$ cat config.mk
export PLATFORM = sky130hd
export DESIGN_NAME = uart_loop_fifo
export DESIGN_NICKNAME = d
export VERILOG_FILES = /design/src/rtl/uart_loop_fifo.sv
export SDC_FILE = /design/constraint.sdc
export NUM_CORES = 1
export LEC_CHECK = 0
export CORE_UTILIZATION = 38
export CTS_BUF_LIST = sky130_fd_sc_hd__clkbuf_16
export CTS_CLUSTER_SIZE = 10
export DETAILED_ROUTE_END_ITERATION = 6
export MAX_ROUTING_LAYER = met4
export PLACE_DENSITY = 0.6
export SKIP_CTS_REPAIR_TIMING = 1
export SYNTH_ARGS = -nofsm -noshare
export SYNTH_HDL_FRONTEND = slang
export SYNTH_SLANG_ARGS = --single-unit
$ cat constraint.sdc
create_clock -name sys_clk -period 5.18 [get_ports sys_clk]
set_clock_uncertainty 0.1 [all_clocks]
set_input_delay 1.554 -clock sys_clk [delete_from_list [all_inputs] [get_ports sys_clk]]
set_output_delay 1.554 -clock sys_clk [all_outputs]
set_load 0.02 [all_outputs]
$ cat src/rtl/uart_loop_fifo.sv
// UART echo: synchronised RX engine -> circular FIFO -> TX engine, with sticky error flags.
// Define UART_PARITY_EN to add a parity bit (even/odd via PARITY_ODD) on both RX and TX.
module uart_loop_fifo #(
  parameter int CLK_FREQ   = 50000000,
  parameter int UART_BPS   = 115200,
  parameter int DATA_BITS  = 8,
  parameter int STOP_BITS  = 1,
  parameter int FIFO_DEPTH = 16,
  parameter int PARITY_ODD = 0
) (
  input  logic                          sys_clk,
  input  logic                          sys_rst,
  input  logic                          uart_rxd,
  output logic                          uart_txd,
  input  logic                          tx_pause,
  input  logic                          clear_err,
  output logic [$clog2(FIFO_DEPTH):0]   fifo_level,
  output logic                          overflow_err,
  output logic                          frame_err,
  output logic                          parity_err
);

  localparam int BAUD_DIV = CLK_FREQ / UART_BPS;
  localparam int AW       = $clog2(FIFO_DEPTH);
  localparam int LVL_W    = AW + 1;
  localparam int CNT_W    = $clog2(STOP_BITS * BAUD_DIV + 1);
  localparam int IDX_W    = $clog2(DATA_BITS);

  localparam logic [CNT_W-1:0] HALF_LAST = CNT_W'(BAUD_DIV / 2 - 1);
  localparam logic [CNT_W-1:0] BIT_LAST  = CNT_W'(BAUD_DIV - 1);
  localparam logic [CNT_W-1:0] STOP_LAST = CNT_W'(STOP_BITS * BAUD_DIV - 1);
  localparam logic [IDX_W-1:0] IDX_LAST  = IDX_W'(DATA_BITS - 1);
  localparam logic [LVL_W-1:0] FULL_LVL  = LVL_W'(FIFO_DEPTH);
`ifdef UART_PARITY_EN
  localparam logic PAR_ODD = 1'(PARITY_ODD);
`endif

  typedef enum logic [2:0] {IDLE, START, DATA, PAR, STOP} state_t;

  logic r_rxMeta, r_rxSync, r_rxPrev;
  logic w_rxFall;

  state_t               r_rxState, w_rxStateNext;
  logic [CNT_W-1:0]     r_rxCnt, w_rxCntNext;
  logic [IDX_W-1:0]     r_rxIdx, w_rxIdxNext;
  logic [DATA_BITS-1:0] r_rxShift, w_rxShiftNext;
  logic                 w_rxDone, w_rxParOk, w_rxPush;
  logic                 w_frameEvt, w_parityEvt, w_overflowEvt;
`ifdef UART_PARITY_EN
  logic                 r_rxParBit, w_rxParBitNext;
`endif

  logic [DATA_BITS-1:0] r_mem [FIFO_DEPTH];
  logic [AW-1:0]        r_wrPtr, r_rdPtr;
  logic [LVL_W-1:0]     r_level;
  logic                 w_full, w_pushOk;

  state_t               r_txState, w_txStateNext;
  logic [CNT_W-1:0]     r_txCnt, w_txCntNext;
  logic [IDX_W-1:0]     r_txIdx, w_txIdxNext;
  logic [DATA_BITS-1:0] r_txShift, w_txShiftNext;
  logic [DATA_BITS-1:0] w_txHead;
  logic                 r_txd, w_txdNext;
  logic                 w_txPop, w_txCanStart;
`ifdef UART_PARITY_EN
  logic                 r_txPar, w_txParNext;
`endif

  logic r_overflowErr, r_frameErr;

  // rxd is asynchronous; r_rxPrev keeps one more stage for falling-edge detection
  always_ff @(posedge sys_clk or posedge sys_rst) begin
    if (sys_rst) begin
      {r_rxMeta, r_rxSync, r_rxPrev} <= 3'b111;
    end else begin
      {r_rxMeta, r_rxSync, r_rxPrev} <= {uart_rxd, r_rxMeta, r_rxSync};
    end
  end

  assign w_rxFall = r_rxPrev & ~r_rxSync;

  always_ff @(posedge sys_clk or posedge sys_rst) begin
    if (sys_rst) begin
      r_rxState  <= IDLE;
      r_rxCnt    <= '0;
      r_rxIdx    <= '0;
      r_rxShift  <= '0;
`ifdef UART_PARITY_EN
      r_rxParBit <= 1'b0;
`endif
    end else begin
      r_rxState  <= w_rxStateNext;
      r_rxCnt    <= w_rxCntNext;
      r_rxIdx    <= w_rxIdxNext;
      r_rxShift  <= w_rxShiftNext;
`ifdef UART_PARITY_EN
      r_rxParBit <= w_rxParBitNext;
`endif
    end
  end

  // START re-checks the line at half a bit; later samples land on bit centres
  always_comb begin
    w_rxStateNext  = r_rxState;
    w_rxCntNext    = r_rxCnt + 1'b1;
    w_rxIdxNext    = r_rxIdx;
    w_rxShiftNext  = r_rxShift;
    w_rxDone       = 1'b0;
`ifdef UART_PARITY_EN
    w_rxParBitNext = r_rxParBit;
`endif
    case (r_rxState)
      IDLE: begin
        w_rxCntNext = '0;
        if (w_rxFall) w_rxStateNext = START;
      end
      START: begin
        if (r_rxCnt == HALF_LAST) begin
          w_rxCntNext   = '0;
          w_rxIdxNext   = '0;
          w_rxStateNext = r_rxSync ? IDLE : DATA;
        end
      end
      DATA: begin
        if (r_rxCnt == BIT_LAST) begin
          w_rxCntNext   = '0;
          w_rxShiftNext = {r_rxSync, r_rxShift[DATA_BITS-1:1]};
          if (r_rxIdx == IDX_LAST) begin
`ifdef UART_PARITY_EN
            w_rxStateNext = PAR;
`else
            w_rxStateNext = STOP;
`endif
          end else begin
            w_rxIdxNext = r_rxIdx + 1'b1;
          end
        end
      end
`ifdef UART_PARITY_EN
      PAR: begin
        if (r_rxCnt == BIT_LAST) begin
          w_rxCntNext    = '0;
          w_rxParBitNext = r_rxSync;
          w_rxStateNext  = STOP;
        end
      end
`endif
      STOP: begin
        if (r_rxCnt == BIT_LAST) begin
          w_rxCntNext   = '0;
          w_rxDone      = 1'b1;
          w_rxStateNext = IDLE;
        end
      end
      default: w_rxStateNext = IDLE;
    endcase
  end

`ifdef UART_PARITY_EN
  assign w_rxParOk   = ((^r_rxShift) ^ r_rxParBit) == PAR_ODD;
`else
  assign w_rxParOk   = 1'b1;
`endif
  // A bad stop bit takes precedence over a parity mismatch
  assign w_frameEvt    = w_rxDone & ~r_rxSync;
  assign w_parityEvt   = w_rxDone & r_rxSync & ~w_rxParOk;
  assign w_rxPush      = w_rxDone & r_rxSync & w_rxParOk;

  assign w_full        = (r_level == FULL_LVL);
  assign w_pushOk      = w_rxPush & (~w_full | w_txPop);
  assign w_overflowEvt = w_rxPush & w_full & ~w_txPop;
  assign w_txHead      = r_mem[r_rdPtr];
  assign w_txCanStart  = (r_level != '0) & ~tx_pause;

  always_ff @(posedge sys_clk) begin
    if (w_pushOk) r_mem[r_wrPtr] <= r_rxShift;
  end

  always_ff @(posedge sys_clk or posedge sys_rst) begin
    if (sys_rst) begin
      r_wrPtr <= '0;
      r_rdPtr <= '0;
      r_level <= '0;
    end else begin
      if (w_pushOk) r_wrPtr <= r_wrPtr + 1'b1;
      if (w_txPop)  r_rdPtr <= r_rdPtr + 1'b1;
      case ({w_pushOk, w_txPop})
        2'b10:   r_level <= r_level + 1'b1;
        2'b01:   r_level <= r_level - 1'b1;
        default: r_level <= r_level;
      endcase
    end
  end

  always_ff @(posedge sys_clk or posedge sys_rst) begin
    if (sys_rst) begin
      r_txState <= IDLE;
      r_txCnt   <= '0;
      r_txIdx   <= '0;
      r_txShift <= '0;
      r_txd     <= 1'b1;
`ifdef UART_PARITY_EN
      r_txPar   <= 1'b0;
`endif
    end else begin
      r_txState <= w_txStateNext;
      r_txCnt   <= w_txCntNext;
      r_txIdx   <= w_txIdxNext;
      r_txShift <= w_txShiftNext;
      r_txd     <= w_txdNext;
`ifdef UART_PARITY_EN
      r_txPar   <= w_txParNext;
`endif
    end
  end

  // txd is registered from the next state, so the line changes the cycle after a pop
  always_comb begin
    w_txStateNext = r_txState;
    w_txCntNext   = r_txCnt + 1'b1;
    w_txIdxNext   = r_txIdx;
    w_txShiftNext = r_txShift;
    w_txPop       = 1'b0;
`ifdef UART_PARITY_EN
    w_txParNext   = r_txPar;
`endif
    case (r_txState)
      IDLE: begin
        w_txCntNext = '0;
        if (w_txCanStart) begin
          w_txPop       = 1'b1;
          w_txShiftNext = w_txHead;
          w_txStateNext = START;
`ifdef UART_PARITY_EN
          w_txParNext   = (^w_txHead) ^ PAR_ODD;
`endif
        end
      end
      START: begin
        if (r_txCnt == BIT_LAST) begin
          w_txCntNext   = '0;
          w_txIdxNext   = '0;
          w_txStateNext = DATA;
        end
      end
      DATA: begin
        if (r_txCnt == BIT_LAST) begin
          w_txCntNext = '0;
          if (r_txIdx == IDX_LAST) begin
`ifdef UART_PARITY_EN
            w_txStateNext = PAR;
`else
            w_txStateNext = STOP;
`endif
          end else begin
            w_txIdxNext   = r_txIdx + 1'b1;
            w_txShiftNext = r_txShift >> 1;
          end
        end
      end
`ifdef UART_PARITY_EN
      PAR: begin
        if (r_txCnt == BIT_LAST) begin
          w_txCntNext   = '0;
          w_txStateNext = STOP;
        end
      end
`endif
      STOP: begin
        if (r_txCnt == STOP_LAST) begin
          w_txCntNext   = '0;
          w_txStateNext = IDLE;
          if (w_txCanStart) begin
            w_txPop       = 1'b1;
            w_txShiftNext = w_txHead;
            w_txStateNext = START;
`ifdef UART_PARITY_EN
            w_txParNext   = (^w_txHead) ^ PAR_ODD;
`endif
          end
        end
      end
      default: w_txStateNext = IDLE;
    endcase

    case (w_txStateNext)
      START:   w_txdNext = 1'b0;
      DATA:    w_txdNext = w_txShiftNext[0];
`ifdef UART_PARITY_EN
      PAR:     w_txdNext = w_txParNext;
`endif
      default: w_txdNext = 1'b1;
    endcase
  end

  // A new error in the same cycle as clear_err wins
  always_ff @(posedge sys_clk or posedge sys_rst) begin
    if (sys_rst) begin
      r_overflowErr <= 1'b0;
      r_frameErr    <= 1'b0;
    end else begin
      if (w_overflowEvt)  r_overflowErr <= 1'b1;
      else if (clear_err) r_overflowErr <= 1'b0;
      if (w_frameEvt)     r_frameErr    <= 1'b1;
      else if (clear_err) r_frameErr    <= 1'b0;
    end
  end

`ifdef UART_PARITY_EN
  logic r_parityErr;
  always_ff @(posedge sys_clk or posedge sys_rst) begin
    if (sys_rst)          r_parityErr <= 1'b0;
    else if (w_parityEvt) r_parityErr <= 1'b1;
    else if (clear_err)   r_parityErr <= 1'b0;
  end
  assign parity_err = r_parityErr;
`else
  assign parity_err = 1'b0;
`endif

  assign uart_txd     = r_txd;
  assign fifo_level   = r_level;
  assign overflow_err = r_overflowErr;
  assign frame_err    = r_frameErr;

endmodule

### Word-level counts from Yosys, hierarchy flattened

Memory sizes are Yosys's and may differ from the RTL's.
Index checks and enable logic that the tools add are counted.

* $add $sub $neg: 8
* multiply operators: 0
* div/mod/pow operators: 0
* magnitude comparators: 0
* equal/unequal tests: 26
* shift operators: 0
* muxes and demuxes: 44
* bitwise logic cells: 12
* reductions and logical operators: 16

Operators by type and width (number)
* 3-bit 2-to-1 mux: 16
* 8-bit 2-to-1 mux: 4
* 9-bit 2-to-1 mux: 3
* 9-bit case mux with 3 select lines: 1
* 3-bit case mux with 4 select lines: 2
* 8-bit case mux with 3 select lines: 1
* 2-bit != test (second input constant): 10
* 9-bit by 1-bit adder with 9-bit output (second input constant): 2
* 9-bit == test (second input constant): 2
* 9-bit case mux with 2 select lines: 1
* 3-bit == test (second input constant): 4
* 3-bit case mux with 2 select lines: 2
* 4-bit AND reduction: 3
* 1-bit 2-to-1 mux: 10
* 5-bit case mux with 2 select lines: 1
* 2-bit nonzero test: 5
* 3-bit by 1-bit == test with 1-bit output (second input constant): 3
* 3-bit by 2-bit == test with 1-bit output (second input constant): 3
* 9-bit by 8-bit == test with 1-bit output (second input constant): 1
* 4-bit by 1-bit adder with 4-bit output (second input constant): 2
* 1-bit AND: 7
* 3-bit by 1-bit adder with 3-bit output (second input constant): 2
* 3-bit logical NOT: 2
* 5-bit by 1-bit adder with 5-bit output (second input constant): 1
* other kinds (14): 18

* flip-flop bits (word level): 65
* latch bits: 0
* memory bits (writable): 128
* memory bits (read-only): 0
* output and inout port bits: 9
* memories: 1

Memory list
* r_mem: words 16, width 8, read ports 1, clocked after Yosys merged registers in 0, wr ports 1, line 53 `logic [DATA_BITS-1:0] r_mem [FIFO_DEPTH];`

### Longest topological paths before layout

* word-level depth: 9
* depth in mapped cells: 11
* gate-level depth less buffers: 11

### Worst setup path before layout

Ideal clock, no wire load.

* path type: in2reg
* from: input tx_pause
* to: register r_level[4], in the netlist fifo_level[4]
* setup time: 0.133 ns
* arrival: 3.244 ns
* setup slack: 1.703 ns
* cell stages on the path: 9
* buffers on the path: 0
* cell sequence: nor3_2 a21boi_4 nand3_1 xnor2_1 ha_1 or3_1 a21oi_1 a2bb2oi_1 xnor2_1

* cells in the longest elaborated chain, start to end: 9

RTL lines
* start: declaration: line 15 `input logic tx_pause,`
* 1-bit inverter *: line 173 `assign w_txCanStart = (r_level != '0) & ~tx_pause;`
* 1-bit AND *: line 173
* 1-bit 2-to-1 mux *: line 230, 273
* 1-bit 2-to-1 mux: line 270 `if (r_txCnt == STOP_LAST) begin`
* 1-bit case mux with 2 select lines *: line 227 `case (r_txState)`
* 1-bit OR: line 170 `assign w_pushOk = w_rxPush & (~w_full | w_txPop);`
* 1-bit AND: line 170
* 2-bit by 1-bit == test with 1-bit output or 2-bit == test (tied branches): line 187 `case ({w_pushOk, w_txPop})`
* 5-bit case mux with 2 select lines or 2-bit nonzero test (tied branches)
* end signal: assignment: line 188 `2'b10: r_level <= r_level + 1'b1;`
* end signal: assignment: line 189 `2'b01: r_level <= r_level - 1'b1;`
* end signal: assignment: line 190 `default: r_level <= r_level;`
* end: declaration: line 55 `logic [LVL_W-1:0] r_level;`

Every way passes the cells marked *; elsewhere a longest branch is shown, timed or not.
A chain may end at the register's enable or synchronous reset.

### Final worst setup path

Ends and elaborated chain as after synthesis.

==> key figures <==
Critical path
  • Category of the worst setup path capture point: flip-flop
  • Required time at the endpoint of the critical path: 5.39 ns
  • Worst endpoint data arrival time: around 3.9 ns
  • Category of the critical setup timing path: input port to flip-flop
  • Critical path startpoint category: input port
  • Maximum net fanout on the critical path: 8

Clocking
  • Number of buffers created by CTS: 17
  • TritonCTS clock tree: yes
  • Max Root-Sink Buffers: 2
  • Clock Pin Slew Worst Setup and Hold Paths: 0.07 ns
  • Insertion delay to the later sink of the worst-skew pair: 0.44 ns
  • Maximum level of the CTS H-tree: 4
  • Clk sinks: 193
  • Buffer cell driving the clock tree root: sky130_fd_sc_hd__clkbuf_16

Hold path
  • Hold Path Class: flip-flop to flip-flop

Route
  • Total vias in the final route: 4340
  • Residual antenna-violating net count after detailed routing: 0
  • Post-route DRC: 0
  • Detailed router's first-iteration violation count: 219
  • Final routed wirelength across all metal layers: 16.7 mm
  • Routed length per instance: 20.6 µm
  • Via-to-Cell Ratio: 5.36
  • Detailed Routing Iterations Pass 1: 6

Timing
  • Setup repair after global routing missed its margin: false
  • Hold Violations, Final: 0
  • Final worst path period need: between 3 and 4 ns
  • Normalized max-slew margin: 30.9%
  • Measured slew at the worst slew-check pin: 1.04 ns
  • Fmax: 270 MHz
  • Final Cycle Share: a little under three quarters
  • Final Max Slew Viols: 0
  • Final TNS setup: 0 ns
  • # setup viols final: 0

Global route
  • Routing layer with the top usage in global route: met2
  • Via count of the first global-routing pass: 4458
  • Total track usage: 16.4%
  • Global Route met3 Usage: under 10%
  • Initial antenna violation count: 0
  • Largest net degree at the start of global routing: 44
  • Wire length of the first global-routing pass: 26.0 mm
  • Met2 global-route usage: 26.4%
  • Met1 demand-to-capacity share in global routing: 20.7%
  • Sum of overflow across all layers after global routing: 0

Synth
  • Dominant cell by count in the synthesized netlist: sky130_fd_sc_hd__edfxtp_1
  • Most area-hungry cell type in the Yosys netlist: sky130_fd_sc_hd__edfxtp_1
  • Dominant cells by area after synthesis: sky130_fd_sc_hd__edfxtp_1 (46%), sky130_fd_sc_hd__dfrtp_1 (18%), sky130_fd_sc_hd__mux4_2 (6.4%), sky130_fd_sc_hd__mux4_1 (4.7%), sky130_fd_sc_hd__ha_1 (2.4%)
  • Netlist cell types: 80
  • Netlist area before placement: 0.00844 mm²
  • EDFF count, synth: 128
  • Avg Synthesized Cell Area: 16.9 µm²
  • Area share of the leading cell type in the synthesized netlist: 45.5%
  • Synthesis warning total: 0
  • Top cells by count, synth: sky130_fd_sc_hd__edfxtp_1 (128), sky130_fd_sc_hd__dfrtp_1 (61), sky130_fd_sc_hd__nor2_1 (33), sky130_fd_sc_hd__nand2_1 (30), sky130_fd_sc_hd__mux4_2 (24)
  • Flip-flop and latch count after synthesis: 193
  • Prevailing post-synth register cell: sky130_fd_sc_hd__edfxtp_1
  • FFs w/ async S/R, synth: 33.7%
  • Part of the Yosys area used for sequential elements: 64.9%
  • Count of mapped cells out of synthesis: 500
  • Net count of the mapped netlist: 521

Floorplan
  • Number of cell rows: 54
  • Io pins: 14
  • Floorplan die height: 151 µm
  • Die footprint: 0.0228 mm²
  • Placeable core area: 0.0218 mm²
  • Die extent in x: around 150 µm
  • Initial Util: 38.7%

Power
  • Power, Total: 3.23 mW
  • Fraction of power consumed by sequential logic: 52.7%
  • Clock network fraction of design power: a little over two fifths
  • Power density of the placed cells: 344 mW/mm²
  • LEAKAGE: approximately 3.8 nW
  • Share of total power consumed by net switching: between 20% and 30%
  • Internal Dissipation: 2.50 mW
  • Power share of the combinational group: under 10%
  • Max IR drop VDD: 0.000227 V
  • Switching power: 0.730 mW

Outcome
  • Result of the run: completed

Layout
  • # fillers: 1903
  • Diode insertion count for antenna repair: 0
  • Layout cell share with drive strength beyond 1: 16.8%
  • Synth-to-layout area growth: 11.3%
  • Layout net count: between 500 and 600

Placed design
  • Dpl hpwl: ~11 mm
  • Final Wtd Congestion: 0.832
  • Port Buffer Count: 12

Flow run
  • Max-cap violations: 0
[flip-flops by register name, summed over array words and instances (netlist names)]
name,count
fifo_level,5
frame_err,1
overflow_err,1
r_mem,128
r_rdPtr,4
r_rxCnt,9
r_rxIdx,3
r_rxMeta,1
r_rxPrev,1
r_rxShift,8
r_rxState,3
r_rxSync,1
r_txCnt,9
r_txIdx,3
r_txShift,8
r_txState,3
r_wrPtr,4
uart_txd,1
[path summary, 6_finish.rpt]
check / end / slack, ns / from / cells after the start
hold reg to reg: r_rxSync$_DFF_PP1_ / 0.26 / r_rxMeta$_DFF_PP1_ / 0
hold / removal: r_rxSync$_DFF_PP1_ / 0.26 / r_rxMeta$_DFF_PP1_ / 0
setup reg to reg: fifo_level[4]$_DFFE_PP0P_ / 2.39 / r_txCnt[1]$_DFF_PP0_ / 11
setup / recovery: fifo_level[4]$_DFFE_PP0P_ / 1.48 / tx_pause / 10
max in group asynchronous: uart_txd$_DFF_PP1_ / 2.57 / sys_rst / 3
min in group asynchronous: r_rxCnt[5]$_DFF_PP0_ / 1.53 / sys_rst / 2
[layout by cell type, fill, tap and decap left out, types with 11 or more instances in the layout]
| master | Yosys | routed |
|---|---|---|
| sky130_fd_sc_hd__ha_1 | 16 | 16 |
| sky130_fd_sc_hd__mux4_2 | 24 | 24 |
| sky130_fd_sc_hd__dfrtp_1 | 61 | 60 |
| sky130_fd_sc_hd__nand2_1 | 30 | 30 |
| sky130_fd_sc_hd__xnor2_1 | 14 | 14 |
| sky130_fd_sc_hd__clkbuf_16 | 0 | 17 |
| sky130_fd_sc_hd__inv_1 | 12 | 11 |
| sky130_fd_sc_hd__nor2_1 | 33 | 33 |
| sky130_fd_sc_hd__and2_1 | 13 | 13 |
| sky130_fd_sc_hd__edfxtp_1 | 128 | 128 |
| sky130_fd_sc_hd__mux4_1 | 15 | 15 |
| sky130_fd_sc_hd__nand3_1 | 14 | 14 |
| sky130_fd_sc_hd__clkdlybuf4s50_1 | 0 | 12 |
| sky130_fd_sc_hd__xor2_1 | 11 | 11 |
[per-stage QoR]
stage	utilization (%)	area, µm²	setup WS, ns	hold slack, ns	std cells
finish	43.0	9390	1.48	0.259	810
global route	43.0	9390	1.23	0.262	810
detailed placement	40.3	8790	1.05	0.249	778
global placement	40.3	8790	1.11	0.246	778
floorplan	-	8440	1.70	0.245	500
CTS	43.0	9390	1.48	0.259	810
[kinds of logic after synthesis]
kind of cell	count (synthesis)	synth area share (%)
DFF	193	64.9
other	1	0.0444
and+or+nand+nor	131	9.49
xor gates and xnor gates	25	2.59
buffers and inverters	29	2.19
AOI/OAI and AO/OA	49	5.13
muxes	55	13.2
adders and majority gates	17	2.51
[area by class of cell]
class | count | area [µm²] | share of cell area, %
flip-flops and latches | 193 | 5480 | 58.3
multi-input cells | 278 | 2780 | 29.6
clock buffers | 17 | 425 | 4.53
well taps | 280 | 350 | 3.73
clock inverters | 15 | 179 | 1.90
repair buffers | 14 | 135 | 1.44
inverters | 13 | 48.8 | 0.519
[power groups by stage]
stage	clock, mW	combinational (mW)	sequential (mW)
after detailed placement	0	0.186	1.73
after global routing	1.42	0.209	1.71
after CTS	1.36	0.187	1.70
after floorplan	0	0.159	1.71
after global placement	0	0.182	1.73
final	1.34	0.184	1.70
[metal layers]
metal  routed length (µm)  part of all wire, %  vias up
li1                     -                    -     1992
met1                 7480                   45     2256
met2                 8380                   50       65
met5                    0                    0        -
met4                  344                  2.1        0
met3                  487                  2.9       27
[critical path, cell delays in order]
cell,delay [ns]
sky130_fd_sc_hd__clkdlybuf4s50_1,0.41
sky130_fd_sc_hd__nor3_2,0.20
sky130_fd_sc_hd__a21boi_4,0.37
sky130_fd_sc_hd__nand3_1,0.28
sky130_fd_sc_hd__xnor2_1,0.20
sky130_fd_sc_hd__ha_1,0.23
sky130_fd_sc_hd__or3_1,0.32
sky130_fd_sc_hd__a21oi_1,0.15
sky130_fd_sc_hd__a2bb2oi_1,0.09
sky130_fd_sc_hd__xnor2_1,0.12
Power figures use the tool's default switching activity.
